File: src/rtl/irrig_pkg.sv
// Shared definitions for the irrigation zone scheduler: default sizing and FSM state encoding.
package irrig_pkg;

    localparam int DEF_N_ZONES = 4;
    localparam int DEF_CNT_W   = 8;

    typedef enum logic [1:0] {
        IDLE  = 2'd0,
        GRANT = 2'd1,
        RUN   = 2'd2,
        DONE  = 2'd3
    } state_t;

endpackage

File: src/rtl/irrigation_zone_scheduler_if.sv
// Request/valve bundle between the sensor logic (master) and the zone scheduler (slave).
interface irrigation_zone_scheduler_if
    import irrig_pkg::*;
#(
    parameter int N_ZONES = DEF_N_ZONES,
    parameter int CNT_W   = DEF_CNT_W
);
    localparam int ZW = $clog2(N_ZONES);

    logic                     EN;
    logic                     TICK;
    logic [N_ZONES-1:0]       ZONE_REQ;
    logic [N_ZONES*CNT_W-1:0] DUR;
    logic                     ABORT;
    logic [N_ZONES-1:0]       VALVE;
    logic [ZW-1:0]            ACTIVE_ZONE;
    logic [CNT_W-1:0]         REMAIN;
    logic                     BUSY;
    logic                     DONE_P;
    logic [N_ZONES-1:0]       PENDING;

    modport master (
        output EN, TICK, ZONE_REQ, DUR, ABORT,
        input  VALVE, ACTIVE_ZONE, REMAIN, BUSY, DONE_P, PENDING
    );

    modport slave (
        input  EN, TICK, ZONE_REQ, DUR, ABORT,
        output VALVE, ACTIVE_ZONE, REMAIN, BUSY, DONE_P, PENDING
    );

endinterface

File: src/rtl/irrig_down_counter.sv
// Shared watering timer: synchronous clear/load, decrement that saturates at zero.
module irrig_down_counter #(
    parameter int CNT_W = 8
) (
    input  logic             CLK,
    input  logic             RESET,
    input  logic             clr,
    input  logic             load,
    input  logic [CNT_W-1:0] load_val,
    input  logic             dec,
    output logic [CNT_W-1:0] count,
    output logic             zero
);

    always_ff @(posedge CLK) begin
        if (RESET || clr) begin
            count <= '0;
        end else if (load) begin
            count <= load_val;
        end else if (dec && (count != '0)) begin
            count <= count - 1'b1;
        end
    end

    assign zero = (count == '0);

endmodule

File: src/rtl/irrigation_zone_scheduler.sv
// Round-robin scheduler sharing one countdown timer among N irrigation zones.
module irrigation_zone_scheduler
    import irrig_pkg::*;
#(
    parameter int N_ZONES = DEF_N_ZONES,
    parameter int CNT_W   = DEF_CNT_W
) (
    input  logic                          CLK,
    input  logic                          RESET,
    irrigation_zone_scheduler_if.slave    zif
);

    localparam int ZW = $clog2(N_ZONES);

    state_t             state, state_n;
    logic [ZW-1:0]      rr_ptr, rr_n;
    logic [ZW-1:0]      active_zone, az_n;
    logic [N_ZONES-1:0] pending, pend_clr;
    logic [N_ZONES-1:0] valve, valve_n;
    logic [N_ZONES-1:0] zone_bit;
    logic [CNT_W-1:0]   dur_arr [N_ZONES];
    logic [CNT_W-1:0]   dur_sel;
    logic [CNT_W-1:0]   cnt;
    logic               cnt_zero, cnt_load, cnt_clr, cnt_dec;

    function automatic logic [ZW-1:0] rr_pick(input logic [N_ZONES-1:0] req,
                                              input logic [ZW-1:0] ptr);
        logic [ZW-1:0] sel;
        logic          found;
        int unsigned   idx;
        sel   = ptr;
        found = 1'b0;
        for (int unsigned i = 0; i < N_ZONES; i++) begin
            idx = (32'(ptr) + i) % N_ZONES;
            if (!found && req[idx]) begin
                sel   = ZW'(idx);
                found = 1'b1;
            end
        end
        return sel;
    endfunction

    function automatic logic [ZW-1:0] next_zone(input logic [ZW-1:0] z);
        return (int'(z) == N_ZONES - 1) ? '0 : z + 1'b1;
    endfunction

    always_comb begin
        for (int unsigned k = 0; k < N_ZONES; k++) begin
            dur_arr[k] = zif.DUR[k*CNT_W +: CNT_W];
        end
    end

    assign dur_sel  = dur_arr[active_zone];
    assign zone_bit = N_ZONES'(1) << active_zone;

    irrig_down_counter #(.CNT_W(CNT_W)) u_timer (
        .CLK      (CLK),
        .RESET    (RESET),
        .clr      (cnt_clr),
        .load     (cnt_load),
        .load_val (dur_sel),
        .dec      (cnt_dec),
        .count    (cnt),
        .zero     (cnt_zero)
    );

    always_ff @(posedge CLK) begin
        if (RESET) begin
            state       <= IDLE;
            rr_ptr      <= '0;
            active_zone <= '0;
            pending     <= '0;
            valve       <= '0;
        end else begin
            state       <= state_n;
            rr_ptr      <= rr_n;
            active_zone <= az_n;
            // OR-ing requests after the clear lets a same-cycle request win
            pending     <= (pending & ~pend_clr) | zif.ZONE_REQ;
            valve       <= valve_n;
        end
    end

    always_comb begin
        state_n  = state;
        rr_n     = rr_ptr;
        az_n     = active_zone;
        pend_clr = '0;
        valve_n  = '0;
        cnt_load = 1'b0;
        cnt_clr  = 1'b0;
        cnt_dec  = 1'b0;
        unique case (state)
            IDLE: begin
                if (zif.EN && (|pending)) begin
                    az_n    = rr_pick(pending, rr_ptr);
                    state_n = GRANT;
                end
            end
            GRANT: begin
                if (zif.ABORT) begin
                    cnt_clr  = 1'b1;
                    pend_clr = zone_bit;
                    rr_n     = next_zone(active_zone);
                    state_n  = IDLE;
                end else begin
                    cnt_load = 1'b1;
                    if (dur_sel == '0) begin
                        pend_clr = zone_bit;
                        rr_n     = next_zone(active_zone);
                        state_n  = IDLE;
                    end else begin
                        valve_n  = zif.EN ? zone_bit : '0;
                        state_n  = RUN;
                    end
                end
            end
            RUN: begin
                if (zif.ABORT) begin
                    cnt_clr  = 1'b1;
                    pend_clr = zone_bit;
                    rr_n     = next_zone(active_zone);
                    state_n  = IDLE;
                end else begin
                    cnt_dec = zif.TICK && zif.EN && !cnt_zero;
                    if (cnt_dec && (cnt == CNT_W'(1))) begin
                        state_n = DONE;
                    end else begin
                        valve_n = zif.EN ? zone_bit : '0;
                    end
                end
            end
            DONE: begin
                pend_clr = zone_bit;
                rr_n     = next_zone(active_zone);
                state_n  = IDLE;
            end
            default: state_n = IDLE;
        endcase
    end

    assign zif.VALVE       = valve;
    assign zif.ACTIVE_ZONE = (state == IDLE) ? '0 : active_zone;
    assign zif.REMAIN      = cnt;
    assign zif.BUSY        = (state != IDLE);
    assign zif.DONE_P      = (state == DONE);
    assign zif.PENDING     = pending;

endmodule

File: src/flat_wrapper.sv
// flat-port wrapper written by rule: the top's interface ports become plain ports
module irrigation_zone_scheduler_flat import irrig_pkg::*;
#(
    parameter int N_ZONES = DEF_N_ZONES,
    parameter int CNT_W   = DEF_CNT_W
)
  (CLK, RESET, zif_EN, zif_TICK, zif_ZONE_REQ, zif_DUR, zif_ABORT, zif_VALVE, zif_ACTIVE_ZONE, zif_REMAIN, zif_BUSY, zif_DONE_P, zif_PENDING);
  irrigation_zone_scheduler_if #(.N_ZONES(N_ZONES), .CNT_W(CNT_W)) zif_i ();
  input  logic CLK;
  input  logic RESET;
  input wire logic [$bits(zif_i.EN)-1:0] zif_EN;
  input wire logic [$bits(zif_i.TICK)-1:0] zif_TICK;
  input wire logic [$bits(zif_i.ZONE_REQ)-1:0] zif_ZONE_REQ;
  input wire logic [$bits(zif_i.DUR)-1:0] zif_DUR;
  input wire logic [$bits(zif_i.ABORT)-1:0] zif_ABORT;
  output wire logic [$bits(zif_i.VALVE)-1:0] zif_VALVE;
  output wire logic [$bits(zif_i.ACTIVE_ZONE)-1:0] zif_ACTIVE_ZONE;
  output wire logic [$bits(zif_i.REMAIN)-1:0] zif_REMAIN;
  output wire logic [$bits(zif_i.BUSY)-1:0] zif_BUSY;
  output wire logic [$bits(zif_i.DONE_P)-1:0] zif_DONE_P;
  output wire logic [$bits(zif_i.PENDING)-1:0] zif_PENDING;
  assign zif_i.EN = zif_EN;
  assign zif_i.TICK = zif_TICK;
  assign zif_i.ZONE_REQ = zif_ZONE_REQ;
  assign zif_i.DUR = zif_DUR;
  assign zif_i.ABORT = zif_ABORT;
  assign zif_VALVE = zif_i.VALVE;
  assign zif_ACTIVE_ZONE = zif_i.ACTIVE_ZONE;
  assign zif_REMAIN = zif_i.REMAIN;
  assign zif_BUSY = zif_i.BUSY;
  assign zif_DONE_P = zif_i.DONE_P;
  assign zif_PENDING = zif_i.PENDING;
  irrigation_zone_scheduler #(.N_ZONES(N_ZONES), .CNT_W(CNT_W)) u_core (.CLK(CLK), .RESET(RESET), .zif(zif_i));
endmodule
File: config.mk
export PLATFORM = sky130hd
export DESIGN_NAME = irrigation_zone_scheduler_flat
export DESIGN_NICKNAME = d
export VERILOG_FILES = /design/src/rtl/irrig_pkg.sv /design/src/rtl/irrigation_zone_scheduler_if.sv /design/src/rtl/irrig_down_counter.sv /design/src/rtl/irrigation_zone_scheduler.sv /design/src/flat_wrapper.sv
export SDC_FILE = /design/constraint.sdc
export NUM_CORES = 1
export LEC_CHECK = 0
export ABC_CLOCK_PERIOD_IN_PS = 4300
export CORE_MARGIN = 3
export CORE_UTILIZATION = 40
export DETAILED_ROUTE_END_ITERATION = 10
export PLACE_DENSITY = 0.84
export SLEW_MARGIN = 25
export SYNTH_ARGS = -nofsm -noshare
export SYNTH_HDL_FRONTEND = slang
export SYNTH_HIERARCHICAL = 1
export SYNTH_SLANG_ARGS = --single-unit
File: constraint.sdc
create_clock -name CLK -period 4.3 [get_ports CLK]
set_input_delay 0.86 -clock CLK [delete_from_list [all_inputs] [get_ports CLK]]
set_output_delay 0.86 -clock CLK [all_outputs]
set_load 0.05 [all_outputs]
---- Word level (Yosys, flattened, before mapping) ----
Index checks and enable logic that the tools add are counted.
W data, S select, Z words.
word-level totals
  bits of input ports ..................... 41
  output and inout port bits .............. 20
  register bits ........................... 22
cells by class
  eq/ne operators ......................... 9
  bitwise logic cells ..................... 4
  reduce and logical (&&, ||, !) cells .... 25
  $lt $le $gt $ge ......................... 5
  multiplexer cells ....................... 53
  $add $sub $neg .......................... 5
  shift-type cells ........................ 1
operators with widths
  kind                   count
  $mux W4                8
  $mux W8                4
  $mux W2                13
  $mux W1                19
  $bmux W8 S2            1
  $logic_not A8 Y1       2
  $lt A2 B3 Y1 const B   4
  $pmux W4 S3            1
  $bmux W1 S2            4
  $eq A8 B1 Y1 const B   1
  $logic_and A1 B1 Y1    8
  $pmux W2 S4            1
  $pmux W4 S2            1
  $reduce_bool A8 Y1     1
  $sub A8 B1 Y8 const B  1
  $ne A3 B2 Y1 const B   2
  $pmux W2 S3            1
  $add A2 B1 Y2 const B  2
  $add A2 B2 Y2 const B  2
  $and A4 B4 Y4          1
  $eq A2 B1 Y1 const B   2
  $eq A2 B2 Y1 const B   2
  $logic_not A1 Y1       4
  $not A4 Y4             1
  14 further kinds       16

---- Depth between registers and ports, before layout ----
  word-level depth ........................ 18
  depth in mapped cells ................... 9
  depth with buffers taken out ............ 9

---- Modules after synthesis ----
Netlist, hierarchy kept.
by module, submodules not included
  module                     cells each  instances  seq. area each (µm²)  area each (µm²)
  irrigation_zone_scheduler  118         1          280.3                 1,052.3
  irrig_down_counter         57          1          160.2                 476.7

---- Worst setup path after synthesis ----
No wires, ideal clock.
  path type ............................... reg2reg
  start ................................... reg u_core.u_timer.count[0]
  end ..................................... reg u_core.u_timer.count[7]
  path buffers ............................ 0
  arrival time ............................ 2.594 ns
  slack ................................... 1.575 ns
  required time ........................... 4.169 ns
  cell stages (with the launch flop) ...... 10
  cells stage by stage .................... dfxtp_1 -> inv_1 -> ha_1 -> nor4b_2 -> and2_1 -> nor3_1 -> or3b_1 -> nor4_1 -> mux2i_1 -> a21oi_1
between the ends
  word-level cells in the longest chain between the ends .. 7
  elaborated cells between the ends (all ways) .. 11
  classes of those cells .................. 1 x add/sub; 4 x mux; 6 x reduce/logical
ends and longest elaborated chain
  item                                 RTL line                          source
  from (decl)                          irrig_down_counter.sv:11          output logic [CNT_W-1:0] count,
  from (signal assigned)               irrig_down_counter.sv:19          count <= load_val;
  from (signal assigned)               irrig_down_counter.sv:21          count <= count - 1'b1;
  $logic_not A8 Y1                     irrig_down_counter.sv:25          assign zero = (count == '0);
  net u_core.cnt_zero                  irrigation_zone_scheduler.sv:24   logic cnt_zero, cnt_load, cnt_clr, cnt_dec;
  $logic_not A1 Y1                     irrigation_zone_scheduler.sv:125  cnt_dec = zif.TICK && zif.EN && !cnt_zero;
  $logic_and A1 B1 Y1                  irrigation_zone_scheduler.sv:125
  $mux W1                              irrigation_zone_scheduler.sv:119  if (zif.ABORT) begin
  $mux W1                              irrigation_zone_scheduler.sv:93   unique case (state)
  net u_core.cnt_dec                   irrigation_zone_scheduler.sv:24
  $logic_and A1 B1 Y1                  irrig_down_counter.sv:20          end else if (dec && (count != '0)) begin
  $reduce_bool A2 Y1 (no source line)  -
The timed path passes the listed nets, and every way through them passes these cells. The select of a mux whose other input is x is not followed.
A chain may end at the register's enable or synchronous reset.

---- Final worst setup path ----
  start ................................... reg u_core.active_zone[0]
  end ..................................... out zif_ACTIVE_ZONE[0]
between the ends
  word-level cells in the longest chain between the ends .. 1
ends and longest elaborated chain
  item                    RTL line                          source
  from (decl)             irrigation_zone_scheduler.sv:17   logic [ZW-1:0] active_zone, az_n;
  from (signal assigned)  irrigation_zone_scheduler.sv:77   active_zone <= az_n;
  $mux W2                 irrigation_zone_scheduler.sv:143  assign zif.ACTIVE_ZONE = (state == IDLE) ? '0 : active_zone;
  to (decl)               flat_wrapper.sv:17                output wire logic [$bits(zif_i.ACTIVE_ZONE)-1:0] zif_ACTIVE_ZONE;
Every way passes these cells.

==> metrics <==
Post-Syn Nets=roughly 230; routed len/inst=14.60 µm; predominant post-synthesis flop cell=dfxtp_1; synthesized flop and latch total=22; sequential cell area fraction in the yosys report=28.81%; vias in the first global route=between 1,000 and 1,500; YS warnings=6; CTS root buf=clkbuf_8; Worst-path clk slew=about 0.080 ns; VDD IR-drop max=0.1473 mV; post-synth top area cell=dfxtp_1; Post-synth EDFFs=0; outcome=completed; maximum clock insertion buffer count=2; Slowest-stage cell, CP=clkdlybuf4s50_1; initial drt markers=~130; Crit. End Element=output pin; combinational share of power=38.1%; P_int=0.4158 mW; # resized after CTS=0; GP Congestion=0.8963; CTS buffer count=3; synth top area cells=dfxtp_1 29%, mux4_2 10%, ha_1 8.2%; syn_area_per_cell=8.737 µm²; number of inserted diodes=0; unrepaired setup endpoints after global routing=false; number of post-CTS setup repair buffers=0; count of input and output buffers=60; Slew Viols, Final=0; kind of critical path=reg2out; Total Routed Length=4102 µm; DP HPWL=3238 µm; post-detailed-route via-to-cell ratio=about 5.5; met3 WL post-DR=276 µm; core area=3495 µm²; switching pwr=0.2292 mW; hold buffer count at CTS=0; routed vias=1,545; nets=287; cells after synthesis=around 180; sequential share of power=38.3%; die height=67.83 µm; pin count of the biggest net entering global routing=17; max_cap viols=0; clk_skew=0.003106 ns; period utilization=69.56%; post-synth top area share=28.81%; setup violators final=0; antenna violations before repair=0; Setup TNS Final=0 ns; final hold vios=0; CTS tree=done; Pleak=0.7834 nW; critical path arrival=2.13 ns; slew margin rel.=56.97%; async set-reset flop share out of synthesis=0%; TritonRoute pass-1 iters=5; PwrDens=290.6 nW/µm²; CTS Sinks=22; H-tree levels=1; Initial Utilization=43.75%; Metal-1 WL=1841 µm; top routing layer used=met4; CP max FO=13; crit path launch type=register; CP required=3.44 ns; Final ANT Viol Nets=0; Clk Latency, worst-skew pair=0.26 ns; share of layout cells above drive strength 1=approximately 8.5%; worst slew pin tran=0.6446 ns; # rows=21; Tot GR Track Use=about a fifth; Max Clock Freq=0.3343 GHz; Unique masters post-synth=between 40 and 50; CP peak stage delay=0.81 ns; Area growth syn-to-layout=45.17%; WL met2=1943 µm; first-pass GRT wire length=6900 µm; DRC=0; area of the mapped netlist=1529 µm²; Cell Area, Placed=about 2200 µm²; fin crit period=2.991 ns; total gr overflow=0; switch share=35.54%; Clock power frac=23.6%; die area=4600 µm²; die width=67.83 µm; HP Class=reg2reg; Final Instance Area=2220 µm²; I/O Pins=61; crit path cell chain=inv_1 > nor2_1 > clkdlybuf4s50_1
==> worst max-delay path: cells and delay by family (launching register included) <==
family / cells / cell delay, ns
buf+inv: 2 / 0.98
flops: 1 / 0.74
simple gates: 1 / 0.14
==> cell usage after synthesis, drive strengths merged, types with 2 or more instances <==
master,n
a31oi,2
nand2b,3
mux4,8
clkbuf,3
nor3,5
a311oi,5
ha,10
nor4,5
nand3,2
mux2i,3
or4,3
inv,17
and2,2
xnor2,2
a21oi,15
nor2b,2
a211oi,4
o21ai,8
nor4b,2
dfxtp,22
nand2,14
nor2,22
==> per-layer routing <==
layer  GRT usage [%]  vias up
met5               0        -
met4           5.459        0
met3           4.269        7
met2           31.83       57
met1           26.57      717
li1                -      764
==> through the flow <==
stage | util (%) | total power [mW] | hold WS, ns | setup WS [ns] | instances
2_1_floorplan | - | 0.4059 | 0.4969 | 1.575 | 175
4_1_cts | 63.52 | 0.6452 | 0.5476 | 1.263 | 281
5_1_grt | 63.52 | 0.6803 | 0.5713 | 1.080 | 281
3_5_place_dp | 61.94 | 0.4955 | 0.5302 | 1.240 | 277
3_3_place_gp | 61.94 | 0.4912 | 0.5237 | 1.332 | 277
6_report | 63.52 | 0.6451 | 0.5537 | 1.309 | 281
==> final timing paths <==
path	cells past startpoint	startpoint	end	slack [ns]
min	2	u_core/u_timer/count[4]	u_core/u_timer/count[4]	0.55
max reg2reg	9	u_core/u_timer/count[0]	u_core/u_timer/count[7]	1.68
max	3	u_core/active_zone[0]	zif_ACTIVE_ZONE[0]	1.31
min reg2reg	2	u_core/u_timer/count[4]	u_core/u_timer/count[4]	0.55
==> power by group through the flow <==
| stage | combinational [mW] | sequential [mW] | clock (mW) |
|---|---|---|---|
| after floorplan | 0.130 | 0.276 | 0 |
| after global placement | 0.240 | 0.251 | 0 |
| after detailed placement | 0.243 | 0.252 | 0 |
| after CTS | 0.245 | 0.248 | 0.153 |
| after global routing | 0.265 | 0.252 | 0.163 |
| final | 0.246 | 0.247 | 0.152 |
==> area by class of cell <==
type | instances | area, µm²
fillers | 295 | 1275
flip-flops and latches | 22 | 440.4
multi-input cells | 132 | 1002
repair buffers | 60 | 600.6
inverters | 17 | 63.81
clock buffers | 4 | 55.05
well taps | 46 | 57.56
==> state kept, by name, indices dropped and copies added (netlist names) <==
name,count
u_core/active_zone,2
u_core/zif.VALVE,4
u_core/rr_ptr,2
u_core/zif.PENDING,4
u_core/u_timer/count,8
u_core/state,2
==> cells in the final DEF, fill, tap and decap left out, types with 2 or more instances in the layout <==
cell type / instances
nor4_1: 3
and2_1: 2
o21ai_0: 8
a21oi_1: 14
a311oi_1: 5
nor2b_1: 2
or4_1: 3
ha_1: 10
nor4_2: 2
nand2b_1: 3
nand2_1: 13
clkbuf_8: 4
nor2_1: 22
clkdlybuf4s50_1: 60
nand3_1: 2
mux2i_1: 3
nor3_1: 5
a31oi_1: 2
a211oi_1: 3
xnor2_1: 2
mux4_2: 7
inv_1: 17
dfxtp_1: 22
==> cell families (layout without fill, tap and decap cells) <==
group | count (synthesis) | after routing | share of synthesized area (%)
AO/OA/AOI/OAI | 43 | 43 | 18.50
adder cells (fa/ha/maj) | 10 | 10 | 8.183
XOR/XNOR | 2 | 2 | 1.146
multiplexers | 12 | 12 | 14.73
buffers and inverters | 21 | 81 | 5.646
flip-flops | 22 | 22 | 28.81
AND/OR/NAND/NOR | 65 | 65 | 23.00
Note: power is estimated with default switching activity, not from simulation.
